`src/rtl/cpu_pkg.sv`:
```
// Shared encodings and default widths for the write-back stage.
package cpu_pkg;

   localparam int unsigned DATA_W_DEF     = 32;
   localparam int unsigned PC_W_DEF       = 13;
   localparam int unsigned REG_ADDR_W_DEF = 3;
   localparam int unsigned CNT_W_DEF      = 16;

   typedef enum logic [1:0] {
      WB_ALU  = 2'b00,
      WB_MEM  = 2'b01,
      WB_LINK = 2'b10,
      WB_ILL  = 2'b11
   } wb_sel_e;

   // 2'b11 is not named; it is treated as a full word like SZ_WORD
   typedef enum logic [1:0] {
      SZ_BYTE = 2'b00,
      SZ_HALF = 2'b01,
      SZ_WORD = 2'b10
   } mem_size_e;

endpackage

```
`src/rtl/writeback_stage_if.sv`:
```
// Memory-stage to write-back bundle: incoming instruction, hazard control and retire outputs.
interface writeback_stage_if import cpu_pkg::*; #(
   parameter int unsigned DATA_W     = DATA_W_DEF,
   parameter int unsigned PC_W       = PC_W_DEF,
   parameter int unsigned REG_ADDR_W = REG_ADDR_W_DEF,
   parameter int unsigned CNT_W      = CNT_W_DEF
);
   localparam int unsigned OFF_W = $clog2(DATA_W / 8);

   logic                  in_valid;
   logic [PC_W-1:0]       pc_in;
   logic [DATA_W-1:0]     alu_res;
   logic [DATA_W-1:0]     mem_rdata;
   logic [OFF_W-1:0]      mem_off;
   logic [1:0]            mem_size;
   logic                  mem_signed;
   logic [1:0]            wb_sel;
   logic [REG_ADDR_W-1:0] wr_reg_in;
   logic                  wr_en_in;
   logic                  halt_in;
   logic                  stall;
   logic                  flush;

   logic [PC_W-1:0]       pc_out;
   logic                  rf_wr_en;
   logic [REG_ADDR_W-1:0] rf_wr_reg;
   logic [DATA_W-1:0]     rf_wr_data;
   logic                  fwd_valid;
   logic [CNT_W-1:0]      retire_cnt;
   logic                  halted;
   logic                  illegal;

   modport master (
      output in_valid, pc_in, alu_res, mem_rdata, mem_off, mem_size, mem_signed,
             wb_sel, wr_reg_in, wr_en_in, halt_in, stall, flush,
      input  pc_out, rf_wr_en, rf_wr_reg, rf_wr_data, fwd_valid, retire_cnt,
             halted, illegal
   );

   modport slave (
      input  in_valid, pc_in, alu_res, mem_rdata, mem_off, mem_size, mem_signed,
             wb_sel, wr_reg_in, wr_en_in, halt_in, stall, flush,
      output pc_out, rf_wr_en, rf_wr_reg, rf_wr_data, fwd_valid, retire_cnt,
             halted, illegal
   );

endinterface

```
`src/rtl/load_extend.sv`:
```
// Combinational load lane select with sign/zero extension of byte and half-word loads.
module load_extend import cpu_pkg::*; #(
   parameter  int unsigned DATA_W = DATA_W_DEF,
   localparam int unsigned OFF_W  = $clog2(DATA_W / 8)
) (
   input  logic [DATA_W-1:0] rdata,
   input  logic [OFF_W-1:0]  off,
   input  logic [1:0]        size,
   input  logic              sext,
   output logic [DATA_W-1:0] data
);

   logic [OFF_W-1:0]  half_off;
   logic [DATA_W-1:0] byte_sh;
   logic [DATA_W-1:0] half_sh;

   always_comb begin
      // Half-word lanes are aligned: the low offset bit never selects a lane
      half_off    = off;
      half_off[0] = 1'b0;
      byte_sh     = rdata >> {off, 3'b000};
      half_sh     = rdata >> {half_off, 3'b000};
      data        = rdata;
      case (mem_size_e'(size))
         SZ_BYTE: data = sext ? DATA_W'($signed(byte_sh[7:0]))  : DATA_W'(byte_sh[7:0]);
         SZ_HALF: data = sext ? DATA_W'($signed(half_sh[15:0])) : DATA_W'(half_sh[15:0]);
         default: data = rdata;
      endcase
   end

endmodule

```
`src/rtl/writeback_stage.sv`:
```
// Registered write-back stage: source select, load extension, write port/forwarding,
// saturating retire counter and sticky halt/illegal flags.
module writeback_stage import cpu_pkg::*; #(
   parameter int unsigned DATA_W      = DATA_W_DEF,
   parameter int unsigned PC_W        = PC_W_DEF,
   parameter int unsigned REG_ADDR_W  = REG_ADDR_W_DEF,
   parameter int unsigned CNT_W       = CNT_W_DEF,
   parameter bit          ZERO_REG_EN = 1'b0
) (
   input  logic             clk,
   input  logic             rst,
   writeback_stage_if.slave wb
);

   logic                  cap;
   logic                  wr;
   wb_sel_e               sel;
   logic [PC_W-1:0]       link_pc;
   logic [DATA_W-1:0]     load_data;
   logic [DATA_W-1:0]     sel_data;

   logic [PC_W-1:0]       pc_out;
   logic                  rf_wr_en;
   logic [REG_ADDR_W-1:0] rf_wr_reg;
   logic [DATA_W-1:0]     rf_wr_data;
   logic [CNT_W-1:0]      retire_cnt;
   logic                  halted;
   logic                  illegal;

   load_extend #(.DATA_W(DATA_W)) u_load_extend (
      .rdata (wb.mem_rdata),
      .off   (wb.mem_off),
      .size  (wb.mem_size),
      .sext  (wb.mem_signed),
      .data  (load_data)
   );

   always_comb begin
      sel      = wb_sel_e'(wb.wb_sel);
      link_pc  = wb.pc_in + PC_W'(1);
      cap      = wb.in_valid & ~wb.stall & ~wb.flush & ~halted;
      wr       = wb.wr_en_in & (sel != WB_ILL) & ~(ZERO_REG_EN && (wb.wr_reg_in == '0));
      sel_data = '0;
      case (sel)
         WB_ALU:  sel_data = wb.alu_res;
         WB_MEM:  sel_data = load_data;
         WB_LINK: sel_data = DATA_W'(link_pc);
         default: sel_data = '0;
      endcase
   end

   // Retire registers load on every capture; only the write enable distinguishes a bubble
   always_ff @(posedge clk) begin
      if (rst) begin
         pc_out     <= '0;
         rf_wr_en   <= 1'b0;
         rf_wr_reg  <= '0;
         rf_wr_data <= '0;
         retire_cnt <= '0;
         halted     <= 1'b0;
         illegal    <= 1'b0;
      end else begin
         rf_wr_en <= 1'b0;
         if (cap) begin
            rf_wr_en   <= wr;
            pc_out     <= wb.pc_in;
            rf_wr_reg  <= wb.wr_reg_in;
            rf_wr_data <= sel_data;
            if (retire_cnt != '1)
               retire_cnt <= retire_cnt + CNT_W'(1);
            if (wb.halt_in)
               halted <= 1'b1;
            if (wb.wr_en_in && (sel == WB_ILL))
               illegal <= 1'b1;
         end
      end
   end

   assign wb.pc_out     = pc_out;
   assign wb.rf_wr_en   = rf_wr_en;
   assign wb.fwd_valid  = rf_wr_en;
   assign wb.rf_wr_reg  = rf_wr_reg;
   assign wb.rf_wr_data = rf_wr_data;
   assign wb.retire_cnt = retire_cnt;
   assign wb.halted     = halted;
   assign wb.illegal    = illegal;

endmodule

```
`src/flat_wrapper.sv`:
```
// flat-port wrapper written by rule: the top's interface ports become plain ports
module writeback_stage_flat import cpu_pkg::*;
#(
   parameter int unsigned DATA_W      = DATA_W_DEF,
   parameter int unsigned PC_W        = PC_W_DEF,
   parameter int unsigned REG_ADDR_W  = REG_ADDR_W_DEF,
   parameter int unsigned CNT_W       = CNT_W_DEF,
   parameter bit          ZERO_REG_EN = 1'b0
)
  (clk, rst, wb_in_valid, wb_pc_in, wb_alu_res, wb_mem_rdata, wb_mem_off, wb_mem_size, wb_mem_signed, wb_wb_sel, wb_wr_reg_in, wb_wr_en_in, wb_halt_in, wb_stall, wb_flush, wb_pc_out, wb_rf_wr_en, wb_rf_wr_reg, wb_rf_wr_data, wb_fwd_valid, wb_retire_cnt, wb_halted, wb_illegal);
  writeback_stage_if #(.DATA_W(DATA_W), .PC_W(PC_W), .REG_ADDR_W(REG_ADDR_W), .CNT_W(CNT_W)) wb_i ();
  input  logic clk;
  input  logic rst;
  input wire logic [$bits(wb_i.in_valid)-1:0] wb_in_valid;
  input wire logic [$bits(wb_i.pc_in)-1:0] wb_pc_in;
  input wire logic [$bits(wb_i.alu_res)-1:0] wb_alu_res;
  input wire logic [$bits(wb_i.mem_rdata)-1:0] wb_mem_rdata;
  input wire logic [$bits(wb_i.mem_off)-1:0] wb_mem_off;
  input wire logic [$bits(wb_i.mem_size)-1:0] wb_mem_size;
  input wire logic [$bits(wb_i.mem_signed)-1:0] wb_mem_signed;
  input wire logic [$bits(wb_i.wb_sel)-1:0] wb_wb_sel;
  input wire logic [$bits(wb_i.wr_reg_in)-1:0] wb_wr_reg_in;
  input wire logic [$bits(wb_i.wr_en_in)-1:0] wb_wr_en_in;
  input wire logic [$bits(wb_i.halt_in)-1:0] wb_halt_in;
  input wire logic [$bits(wb_i.stall)-1:0] wb_stall;
  input wire logic [$bits(wb_i.flush)-1:0] wb_flush;
  output wire logic [$bits(wb_i.pc_out)-1:0] wb_pc_out;
  output wire logic [$bits(wb_i.rf_wr_en)-1:0] wb_rf_wr_en;
  output wire logic [$bits(wb_i.rf_wr_reg)-1:0] wb_rf_wr_reg;
  output wire logic [$bits(wb_i.rf_wr_data)-1:0] wb_rf_wr_data;
  output wire logic [$bits(wb_i.fwd_valid)-1:0] wb_fwd_valid;
  output wire logic [$bits(wb_i.retire_cnt)-1:0] wb_retire_cnt;
  output wire logic [$bits(wb_i.halted)-1:0] wb_halted;
  output wire logic [$bits(wb_i.illegal)-1:0] wb_illegal;
  assign wb_i.in_valid = wb_in_valid;
  assign wb_i.pc_in = wb_pc_in;
  assign wb_i.alu_res = wb_alu_res;
  assign wb_i.mem_rdata = wb_mem_rdata;
  assign wb_i.mem_off = wb_mem_off;
  assign wb_i.mem_size = wb_mem_size;
  assign wb_i.mem_signed = wb_mem_signed;
  assign wb_i.wb_sel = wb_wb_sel;
  assign wb_i.wr_reg_in = wb_wr_reg_in;
  assign wb_i.wr_en_in = wb_wr_en_in;
  assign wb_i.halt_in = wb_halt_in;
  assign wb_i.stall = wb_stall;
  assign wb_i.flush = wb_flush;
  assign wb_pc_out = wb_i.pc_out;
  assign wb_rf_wr_en = wb_i.rf_wr_en;
  assign wb_rf_wr_reg = wb_i.rf_wr_reg;
  assign wb_rf_wr_data = wb_i.rf_wr_data;
  assign wb_fwd_valid = wb_i.fwd_valid;
  assign wb_retire_cnt = wb_i.retire_cnt;
  assign wb_halted = wb_i.halted;
  assign wb_illegal = wb_i.illegal;
  writeback_stage #(.DATA_W(DATA_W), .PC_W(PC_W), .REG_ADDR_W(REG_ADDR_W), .CNT_W(CNT_W), .ZERO_REG_EN(ZERO_REG_EN)) u_core (.clk(clk), .rst(rst), .wb(wb_i));
endmodule
```
`config.mk`:
```
export PLATFORM = sky130hd
export DESIGN_NAME = writeback_stage_flat
export DESIGN_NICKNAME = d
export VERILOG_FILES = /design/src/rtl/cpu_pkg.sv /design/src/rtl/writeback_stage_if.sv /design/src/rtl/load_extend.sv /design/src/rtl/writeback_stage.sv /design/src/flat_wrapper.sv
export SDC_FILE = /design/constraint.sdc
export NUM_CORES = 1
export LEC_CHECK = 0
export CAP_MARGIN = 20
export CELL_PAD_IN_SITES_DETAIL_PLACEMENT = 2
export CELL_PAD_IN_SITES_GLOBAL_PLACEMENT = 2
export CORE_ASPECT_RATIO = 0.5
export CORE_MARGIN = 10
export CORE_UTILIZATION = 25
export CTS_BUF_LIST = sky130_fd_sc_hd__clkbuf_16
export DETAILED_ROUTE_END_ITERATION = 16
export PLACE_DENSITY = 0.89
export SYNTH_ARGS = -nofsm -noshare
export SYNTH_HDL_FRONTEND = slang
export SYNTH_HIERARCHICAL = 1
export SYNTH_SLANG_ARGS = --single-unit
```
`constraint.sdc`:
```
create_clock -name clk -period 5.22 [get_ports clk]
set_clock_uncertainty 0.05 [all_clocks]
set_input_delay 1.044 -clock clk [delete_from_list [all_inputs] [get_ports clk]]
set_output_delay 1.044 -clock clk [all_outputs]
set_load 0.03 [all_outputs]
```
==> impl_results.md <==
- Status: finished, final reports clean
- Post-Syn Nets: between 500 and 600
- Count of final setup violators: 0
- Slew margin rel.: between 30% and 40%
- Yosys top cell area share: around 34%
- Seq/Total Area, Yosys: between 30% and 40%
- Crit share post-route: between 70% and 80%
- ANT cells: 0
- First-pass iteration count of the detailed router: 5
- Post-synth EDFFs: 0
- Die Span Y: about 110 um
- Post-DR wirelength/cell: 23.6 um
- Worst setup margin: approximately 1500 ps
- Req. time, crit path: 5380 ps
- CP Class: in -> reg
- Top reg by flops: u_core/wb.rf_wr_data
- Synth warn: 6
- GR Overflow Total: 0
- Distinct cells, synth: around 50
- Post-Synthesis Cell Area: 3930 sq um
- PD cells: roughly 240 nW/um^2
- Period minus WS final: 3720 ps
- Filler cell count: about 1700
- Root cell of the clock tree: clkbuf_16
- CP Cell Sequence: clkdlybuf4s50_1 -> nor2b_1 -> a22o_1 -> a221o_1 -> inv_1 -> o21ai_0 -> o311a_1 -> a21oi_1 -> a311oi_1
- CP Buf/Inv Count: 2
- DRT iter0 DRCs: 267
- Post-synth top area cell: dfxtp_1
- Finished Layout Cells: 839
- Leakage Power: ~2.1 nW
- Initial antenna violation count: 0
- Synth Instances: between 400 and 500
- GP Congestion: between 0.8 and 0.9
- Setup Fix Bufs, Post-CTS: 0
- Via count: between 4000 and 5000
- Post-DP HPWL: 14400 um
- TritonCTS clock tree: yes
- Sequential share of power: a little under two fifths
- Slowest-stage cell, CP: clkdlybuf4s50_1
- Syn_area_per_cell: 8.01 sq um
- Post-CTS sizing: 0
- Dpl ws: 1220 ps
- Hold WS: 407 ps
- Asr flop ratio synth: 0%
- Nets: between 700 and 800
- IO Port Bufs: approximately 160
- Inserted Clock Buffers: 9
- Fmax: between 200 and 300 MHz
- Max reg flops: 32
- Post-detailed-routing wire length: ~20000 um
- Clock insertion delay at the later pin of the skew report: 330 ps
- Slowest stage delay, CP: a little under 900 ps
- Synth top area cells: dfxtp_1, mux2i_1, nand2_1
- Initial Util: between 20% and 30%
- Crit start category: primary input
- Crit path arrival time: ~4000 ps
- H-tree levels: 3
- Routed Antenna Nets: 0
- Sw power: slightly above 0.4 mW
- GR Util All Layers: 18.2%
- Max VDD drop: between 150 and 200 uV
- CTS Sinks: 67
- Largest buffer count on any clock path: 2
- Core Box Area: between 15000 and 20000 sq um
- Crit. End Element: flop
- Comb pwr share: around 22%
- Dominant register cell in the synthesized netlist: dfxtp_1
- First-pass GRT wire length: 30300 um
- Via density: about 5.2
- Final TNS setup: 0 ps
- Placed cell count: 824
- Clk slew on worst S/H paths: roughly 60 ps
- P&R area growth vs syn: 51.0%
- Vias in the first global route: approximately 4900
- Die ar.: approximately 21000 sq um
- Reg-to-reg slack, setup: approximately 2800 ps
- CTS Hold Bufs: 0
- Die Wd: a little under 200 um
- Clock power share: between 40% and 50%
- Worst slew pin tran: approximately 990 ps
- Final Hold Fails: 0
- Top delay family on crit path: compound AO/OA/AOI/OAI gates
- Unrepaired setup endpoints after global routing: no
- Pin count of the biggest net entering global routing: between 60 and 70
- Fraction of layout cells with a size suffix above 1: under 10%
- Max cap viols: 0
- Max FO, Critical Path: 12
- Sw Share: 28.5%
- HP Class: reg -> reg
- Drt drc: 0
- #FFs+latches synth: 67
- Tot Pwr: roughly 1.4 mW
- Internal power: roughly 1 mW
- Site row count: 32
- Final Max Tran Viols: 0
- Largest registers: u_core/wb.rf_wr_data x32, u_core/wb.retire_cnt x16, u_core/wb.pc_out x13
- IO Pins: about 160
## synthesized netlist by cell type, types with 3 or more instances
library cell and n:
a211oi_1 10, a21oi_1 44, a221o_1 8, a22o_1 8, a311oi_1 5, and3_1 3
and4_1 3, buf_1 5, buf_2 6, buf_6 3, clkbuf_1 22, dfxtp_1 67
inv_1 5, mux2i_1 38, nand2_1 70, nand3_1 9, nand4_1 7, nor2_1 58
nor2b_1 3, nor3_1 29, nor4_1 3, o21ai_0 14, o21ai_2 10, o221a_2 8
xnor2_1 17, xor2_1 8
## cells by family after synthesis
group                    synth area share (%)
flip-flops                               34.1
AND/OR/NAND/NOR                          23.7
AO/OA/AOI/OAI                            20.2
multiplexers                             10.6
buffers and inverters                    5.15
XOR/XNOR                                 5.57
adder cells (fa/ha/maj)                 0.636
## power by group through the flow
| stage | Combinational, mW | Sequential, mW | Clock [mW] |
|---|---|---|---|
| 4_1_cts | 0.312 | 0.535 | 0.604 |
| 6_report | 0.311 | 0.535 | 0.593 |
| 2_1_floorplan | 0.127 | 0.568 | 0 |
| 5_1_grt | 0.333 | 0.536 | 0.637 |
| 3_5_place_dp | 0.306 | 0.546 | 0 |
| 3_3_place_gp | 0.297 | 0.544 | 0 |
## layout by cell type (no fill, tap or decap), types with 2 or more instances in the layout
master	n
clkdlybuf4s50_1	159
nand2_1	70
dfxtp_1	67
nor2_1	58
a21oi_1	44
mux2i_1	38
nor3_1	29
xnor2_1	17
o21ai_0	14
a211oi_1	10
o21ai_2	10
clkbuf_16	9
nand3_1	9
inv_1	8
xor2_1	8
a22o_1	8
a221o_1	8
o221a_2	8
nand4_1	7
buf_4	6
a311oi_1	5
and4_1	3
nor2b_1	3
and3_1	3
nor4_1	3
clkinv_2	2
buf_2	2
o211ai_1	2
or3_1	2
ha_1	2
nand2b_1	2
## worst min-delay path, stage by stage, from the launching register on
cell     delay, ps
dfxtp_1        310
nand2_1         50
a21oi_1         50
## metal layers
metal	track usage (%)	wire length, um	vias to the layer above
li1	-	-	2037
met1	22.0	8440	2209
met2	31.5	9760	114
met3	3.91	958	35
met4	6.71	620	0
met5	0	0	-
## metrics by stage
stage	utilization, %	area [sq um]
after floorplan	-	3930
after global placement	36.7	5660
after detailed placement	36.7	5660
after CTS	38.5	5940
after global routing	38.5	5940
final	38.5	5940
## layout make-up
class | count | area [sq um] | area share, %
clock buffer | 9 | 225 | 3.79
clock inverter | 6 | 51.3 | 0.864
inverter | 6 | 22.5 | 0.379
multi-input combinational | 380 | 2400 | 40.4
sequential | 67 | 1340 | 22.6
tap | 204 | 255 | 4.30
timing repair buffer | 167 | 1650 | 27.7
## final timing paths
check,depth (start not counted),start,endpoint
min,2,u_core/wb.rf_wr_reg[2],u_core/wb.rf_wr_reg[2]
max,9,wb_mem_off[1],u_core/wb.rf_wr_data[10]
min reg2reg,2,u_core/wb.rf_wr_reg[2],u_core/wb.rf_wr_reg[2]
max reg2reg,4,u_core/wb.halted,u_core/wb.rf_wr_data[1]
No activity file was read; power rests on OpenSTA's default activity.
==> RTL edit 1 (same settings) <==
`ZERO_REG_EN` is set to 1'b0 in 2 places; all go to 1'b1.
--- a/src/rtl/writeback_stage.sv
+++ b/src/rtl/writeback_stage.sv
@@ -7,3 +7,3 @@
    parameter int unsigned CNT_W       = CNT_W_DEF,
-   parameter bit          ZERO_REG_EN = 1'b0
+   parameter bit          ZERO_REG_EN = 1'b1
 ) (
--- a/src/flat_wrapper.sv
+++ b/src/flat_wrapper.sv
@@ -7,3 +7,3 @@
    parameter int unsigned CNT_W       = CNT_W_DEF,
-   parameter bit          ZERO_REG_EN = 1'b0
+   parameter bit          ZERO_REG_EN = 1'b1
 )
Check against the original RTL: not equivalent (Yosys sat finds a counterexample within 4 cycles, from zero or initial values and one cycle with rst high).
==> RTL edit 1 against the unedited design <==
  * Setup slack worse by 0.063 ns
  * Worst hold slack worse by 0.00095 ns
  * Sequential share of layout area down 0.75 points
  * Total power up 3.8%
  * First-iteration DRC count down 26%
  * Area after synthesis up 3.8%
  * Critical endpoint is now u_core/wb.rf_wr_data[7]
  * Non-clock buffer count up 2
  * Design area up 3.4%
  * Count of clock-buffer cells in the layout unchanged
  * Sequential cell count unchanged
  * Global-route usage down 1.4 points
  * Wire length down 1.7%
  * Utilization up 0.60 points
==> RTL edit 1: results (changes against the unedited design) <==
| Metric | Value |
|---|---|
| Status | `finished clean` |
| Placed Area | `5834 sq um (+3.0%)` |
| Post-Synthesis Cells | `508 (+3.5%)` |
| Post-synthesis sequential area ratio | `32.85% (-1.3 points)` |
| Most frequent cells after synthesis | `67 x dfxtp_1, 66 x nand2_1, 55 x a21oi_1` |
| 1st-iter DRT viols | `197 (-26%)` |
| Final WL | `19460 um (-1.7%)` |
| Leading post-synthesis cells by cell area | `dfxtp_1 33%, mux2i_1 9.3%, a21oi_1 6.7%` |
| Syn Nets | `604 (+2.9%)` |
| Global Route Usage Sum | `16.78% (-1.4 points)` |
| CTS H-tree depth | `3 (unchanged)` |
| CP max stage delay | `0.92 ns (+0.03 ns)` |
| Delay-heaviest family, CP | `simple AND/OR/NAND/NOR gates` |
| Number of instances in the placed design | `856 (+3.9%)` |
| Initial antenna violation count | `0 (unchanged)` |
| YS warnings | `6 (unchanged)` |
| Vias in the first global route | `4951 (+0.81%)` |
| P_leak | `2.166 nW (+1.8%)` |
| Worst min path class | `register to register` |
| First-pass GRT wire length | `29480 um (-2.7%)` |
| Max clock buf depth | `2 (unchanged)` |
| VDD IR-drop max | `128.3 uV (-26%)` |
| Total CTS buffers | `9 (unchanged)` |
| Distinct cells, synth | `56 (+14%)` |
| Gpl congestion | `0.8375 (-0.37%)` |
| Layout Nets | `742 (+2.1%)` |
| Largest net degree at the start of global routing | `69 (+1.5%)` |
| Share of cells above drive strength 1 | `9.524% (+2.0 points)` |
| DP HPWL | `14320 um (-0.82%)` |
| CP max stage cell | `clkdlybuf4s50_1` |
| Top_reg_cell synth | `dfxtp_1` |
| Routed wire per std cell | `22.31 um (-5.4%)` |
| Worst-Skew Late Latency | `~0.34 ns` |
| Grt total ovfl | `0 (unchanged)` |
| Arr. time, crit path | `3.94 ns (+0.05 ns)` |
| PortBufs | `161 (unchanged)` |
| FFs w/ async S/R, synth | `0% (unchanged)` |
| Fill cells | `1770 (+3.3%)` |
| Via count | `4484 (+2.0%)` |
| Worst-Margin Slew | `0.9515 ns (-0.04188 ns)` |
| Postcts setup bufs | `0 (unchanged)` |
| # resized after CTS | `0 (unchanged)` |
==> RTL edit 1: cell types whose count changed after synthesis, sizes merged, moves of 7 or more <==
cell	change
xnor2	-14
nor2	-14
nor2b	+7
clkbuf	+8
a21oi	+11
mux2	+8
==> RTL edit 1: layout make-up <==
type,instances,area [sq um],share of cell area [%]
Timing Repair Buffer,169,1659,27.01
Sequential cell,67,1341,21.84
Tap cell,221,276.5,4.502
Clock inverter,7,82.58,1.344
Multi-Input combinational cell,396,2546,41.45
Inverter,3,11.26,0.1833
Clock buffer,9,225.2,3.667
==> RTL edit 1: final timing paths <==
path	startpoint	to	slack, ns	cells after the start
min reg2reg	u_core/wb.pc_out[7]	u_core/wb.pc_out[7]	0.41	2
max reg2reg	u_core/wb.halted	u_core/wb.retire_cnt[15]	2.60	4
min	u_core/wb.pc_out[7]	u_core/wb.pc_out[7]	0.41	2
max	wb_mem_off[1]	u_core/wb.rf_wr_data[7]	1.43	8
==> RTL edit 1: per-layer routing <==
metal	share of wire [%]	up-vias	global-route usage, %
met4	1.3	0	4.294
met5	0	-	0
met1	42	2231	18.56
met3	4.0	20	3.990
met2	53	95	32.30
li1	-	2138	-
==> RTL edit 1: cell families after synthesis <==
logic type / Yosys count / share of synthesized area [%]
muxes: 48 / 12.44
buffers and inverters: 45 / 4.995
DFF: 67 / 32.85
AOI/OAI and AO/OA: 131 / 22.19
and+or+nand+nor: 210 / 25.84
adders and majority gates: 2 / 0.6128
xor gates and xnor gates: 5 / 1.073
==> RTL edit 1: power breakdown <==
part / leakage (nW) / switching (mW) / internal, mW
registers: 0.543 / 0.00783 / 0.523
clock network: 0.145 / 0.272 / 0.379
logic: 1.48 / 0.165 / 0.145
==> RTL edit 1: worst reg2reg max path, cell delays in order (launching register included) <==
cell	delay [ns]
dfxtp_1	0.35
or4b_2	0.74
or4b_1	0.67
nor4b_1	0.33
mux2_2	0.37
==> RTL edit 1: through the flow <==
stage	setup slack [ns]	util [%]	hold slack, ns
floorplan	2.131	-	0.5303
detailed placement	1.254	37.17	0.4019
global route	1.190	39.13	0.4211
finish	1.434	39.13	0.4063
global placement	1.405	37.14	0.3925
CTS	1.503	39.13	0.4110
==> RTL edit 2 (same settings) <==
Without the edit above. Make the reset (`rst`) asynchronous in one clocked block.
--- a/src/rtl/writeback_stage.sv
+++ b/src/rtl/writeback_stage.sv
@@ -52,3 +52,3 @@
    // Retire registers load on every capture; only the write enable distinguishes a bubble
-   always_ff @(posedge clk) begin
+   always_ff @(posedge clk or posedge rst) begin
       if (rst) begin
Behaviour: differs if rst is asserted again (counterexample within 4 cycles, from zero or initial values and one cycle with rst high); with rst held inactive, the same outputs for 10 cycles.
==> RTL edit 2 against the unedited design <==
  * Wire length increased by 0.54%
  * Design area is 1.6% higher
  * Area after synthesis grew 1.9%
  * Worst hold slack better by 0.024 ns
  * Sequential cell count did not move
  * Sequential share of layout area grew 5.2 points
  * Setup slack lost 0.25 ns
  * Die area up 1.7%
  * Critical path type unchanged
Power is not compared: it rests on default switching activity, and its combinational part moved more than twofold at a synthesized area within 25%.
==> RTL edit 2: results (changes against the unedited design) <==
| Metric | Value |
|---|---|
| Met2 Use GR | `34.32% (+2.8 points)` |
| Leading post-synthesis cells by cell area | `dfrtp_1 42%, nand2_1 9.5%, mux2i_1 9.0%` |
| Routing usage on met3 | `3.599% (-0.31 points)` |
| Fraction of area in multi-input gates | `36.07% (-4.3 points)` |
| PortBufs | `161 (unchanged)` |
| # resized after CTS | `0 (unchanged)` |
| First-pass GRT wire length | `29990 um (-0.96%)` |
| Biggest regs | `u_core/wb.rf_wr_data x32, u_core/wb.retire_cnt x16, u_core/wb.pc_out x13` |
| Syn Nets | `525 (-11%)` |
| FFs w/ async S/R, synth | `100.0% (+100 points)` |
| CP Class | `input pin to register` |
| Non-clock buffers | `165 (-1.2%)` |
| 1st-pass router iterations | `7 (+2)` |
| DP HPWL | `14000 um (-3.0%)` |
| Post-Route M1 WL | `7847 um (-7.1%)` |
| Non-clock inverters | `3 (-3)` |
| Reg2reg start | `u_core/wb.halted` |
| Arr. time, crit path | `4.10 ns (+0.21 ns)` |
| Worst Path Max Fanout | `18 (+6)` |
| Vias in the first global route | `4662 (-5.1%)` |
| Gpl congestion | `0.8339 (-0.80%)` |
| R2R cell count | `3 (-1)` |
| CTS root buf | `clkbuf_16` |
| CP max stage delay | `0.79 ns (-0.10 ns)` |
| Sequential share of cell area | `27.80% (+5.2 points)` |
| Critical path startpoint | `wb_mem_size[1]` |
| Delay-heaviest family, CP | `buffers and inverters` |
| Share of cells above drive strength 1 | `8.304% (+0.75 points)` |
| Status | `finished clean` |
| Fraction of area in non-clock buffers | `27.13% (-0.59 points)` |
| Hold_sp | `u_core/wb.rf_wr_data[24]` |
| Initial antenna violation count | `2 (+2)` |
| CP max stage cell | `nand2b_1` |
| Multi-input comb cells | `329 (-13%)` |
| Placed Area | `5756 sq um (+1.6%)` |
| Core area | `15570 sq um (+1.0%)` |
| Critical path endpoint | `u_core/wb.rf_wr_data[9]` |
| Met2 wire length | `10990 um (+13%)` |
| R2R Setup Slk | `2.81 ns (+0.03 ns)` |
| Post-CTS Hold Buffers | `0 (unchanged)` |
| Worst Hold End | `u_core/wb.rf_wr_data[24]` |
| Post-synthesis sequential area ratio | `41.82% (+7.7 points)` |
| Most frequent cells after synthesis | `101 x nand2_1, 67 x dfrtp_1, 36 x mux2i_1` |
| Reg2reg end | `u_core/wb.retire_cnt[1]` |
| Clk cell area share | `4.501% (-0.15 points)` |
| Fill cells | `1668 (-2.6%)` |
| Distinct cells, synth | `50 (+2.0%)` |
| Global Route Usage Sum | `17.99% (-0.19 points)` |
| Drt via density | `5.214 (-0.46%)` |
| # diodes | `2 (+2)` |
| M1 GR Usage | `19.90% (-2.1 points)` |
| Rel. slew slack | `29.01% (-4.8 points)` |
| Routed wire per std cell | `25.38 um (+7.6%)` |
| 1st-iter DRT viols | `240 (-10%)` |
| Worst min path class | `register to register` |
| Met3 wire length | `638 um (-33%)` |
| Layout Nets | `671 (-7.7%)` |
| Largest net degree at the start of global routing | `80 (+18%)` |
| Count of final max-slew check failures | `0 (unchanged)` |
| Final hold slack | `0.4312 ns (+0.02393 ns)` |
==> RTL edit 2: cells by family after synthesis <==
kind of cell / after synthesis / share of synthesized area, %
simple gates: 162 / 18.60
compound gates: 102 / 19.29
flops: 67 / 41.82
mux: 39 / 10.21
buf+inv: 33 / 4.213
xor+xnor: 24 / 5.243
fa+ha+maj: 2 / 0.6241
==> RTL edit 2: per-stage QoR <==
stage	total power, mW	cells	worst slack (ns)
finish	2.072	784	1.246
global route	2.171	784	1.049
CTS	2.095	782	1.409
detailed placement	1.477	768	1.222
global placement	1.439	768	1.400
floorplan	1.086	429	2.443
==> RTL edit 2: report_power, final <==
| part | leakage (nW) | switching (mW) | total, mW | internal (mW) |
|---|---|---|---|---|
| Combinational | 1.56 | 0.461 | 0.787 | 0.326 |
| Sequential | 0.863 | 0.0819 | 0.700 | 0.618 |
| Clock | 0.134 | 0.226 | 0.584 | 0.359 |
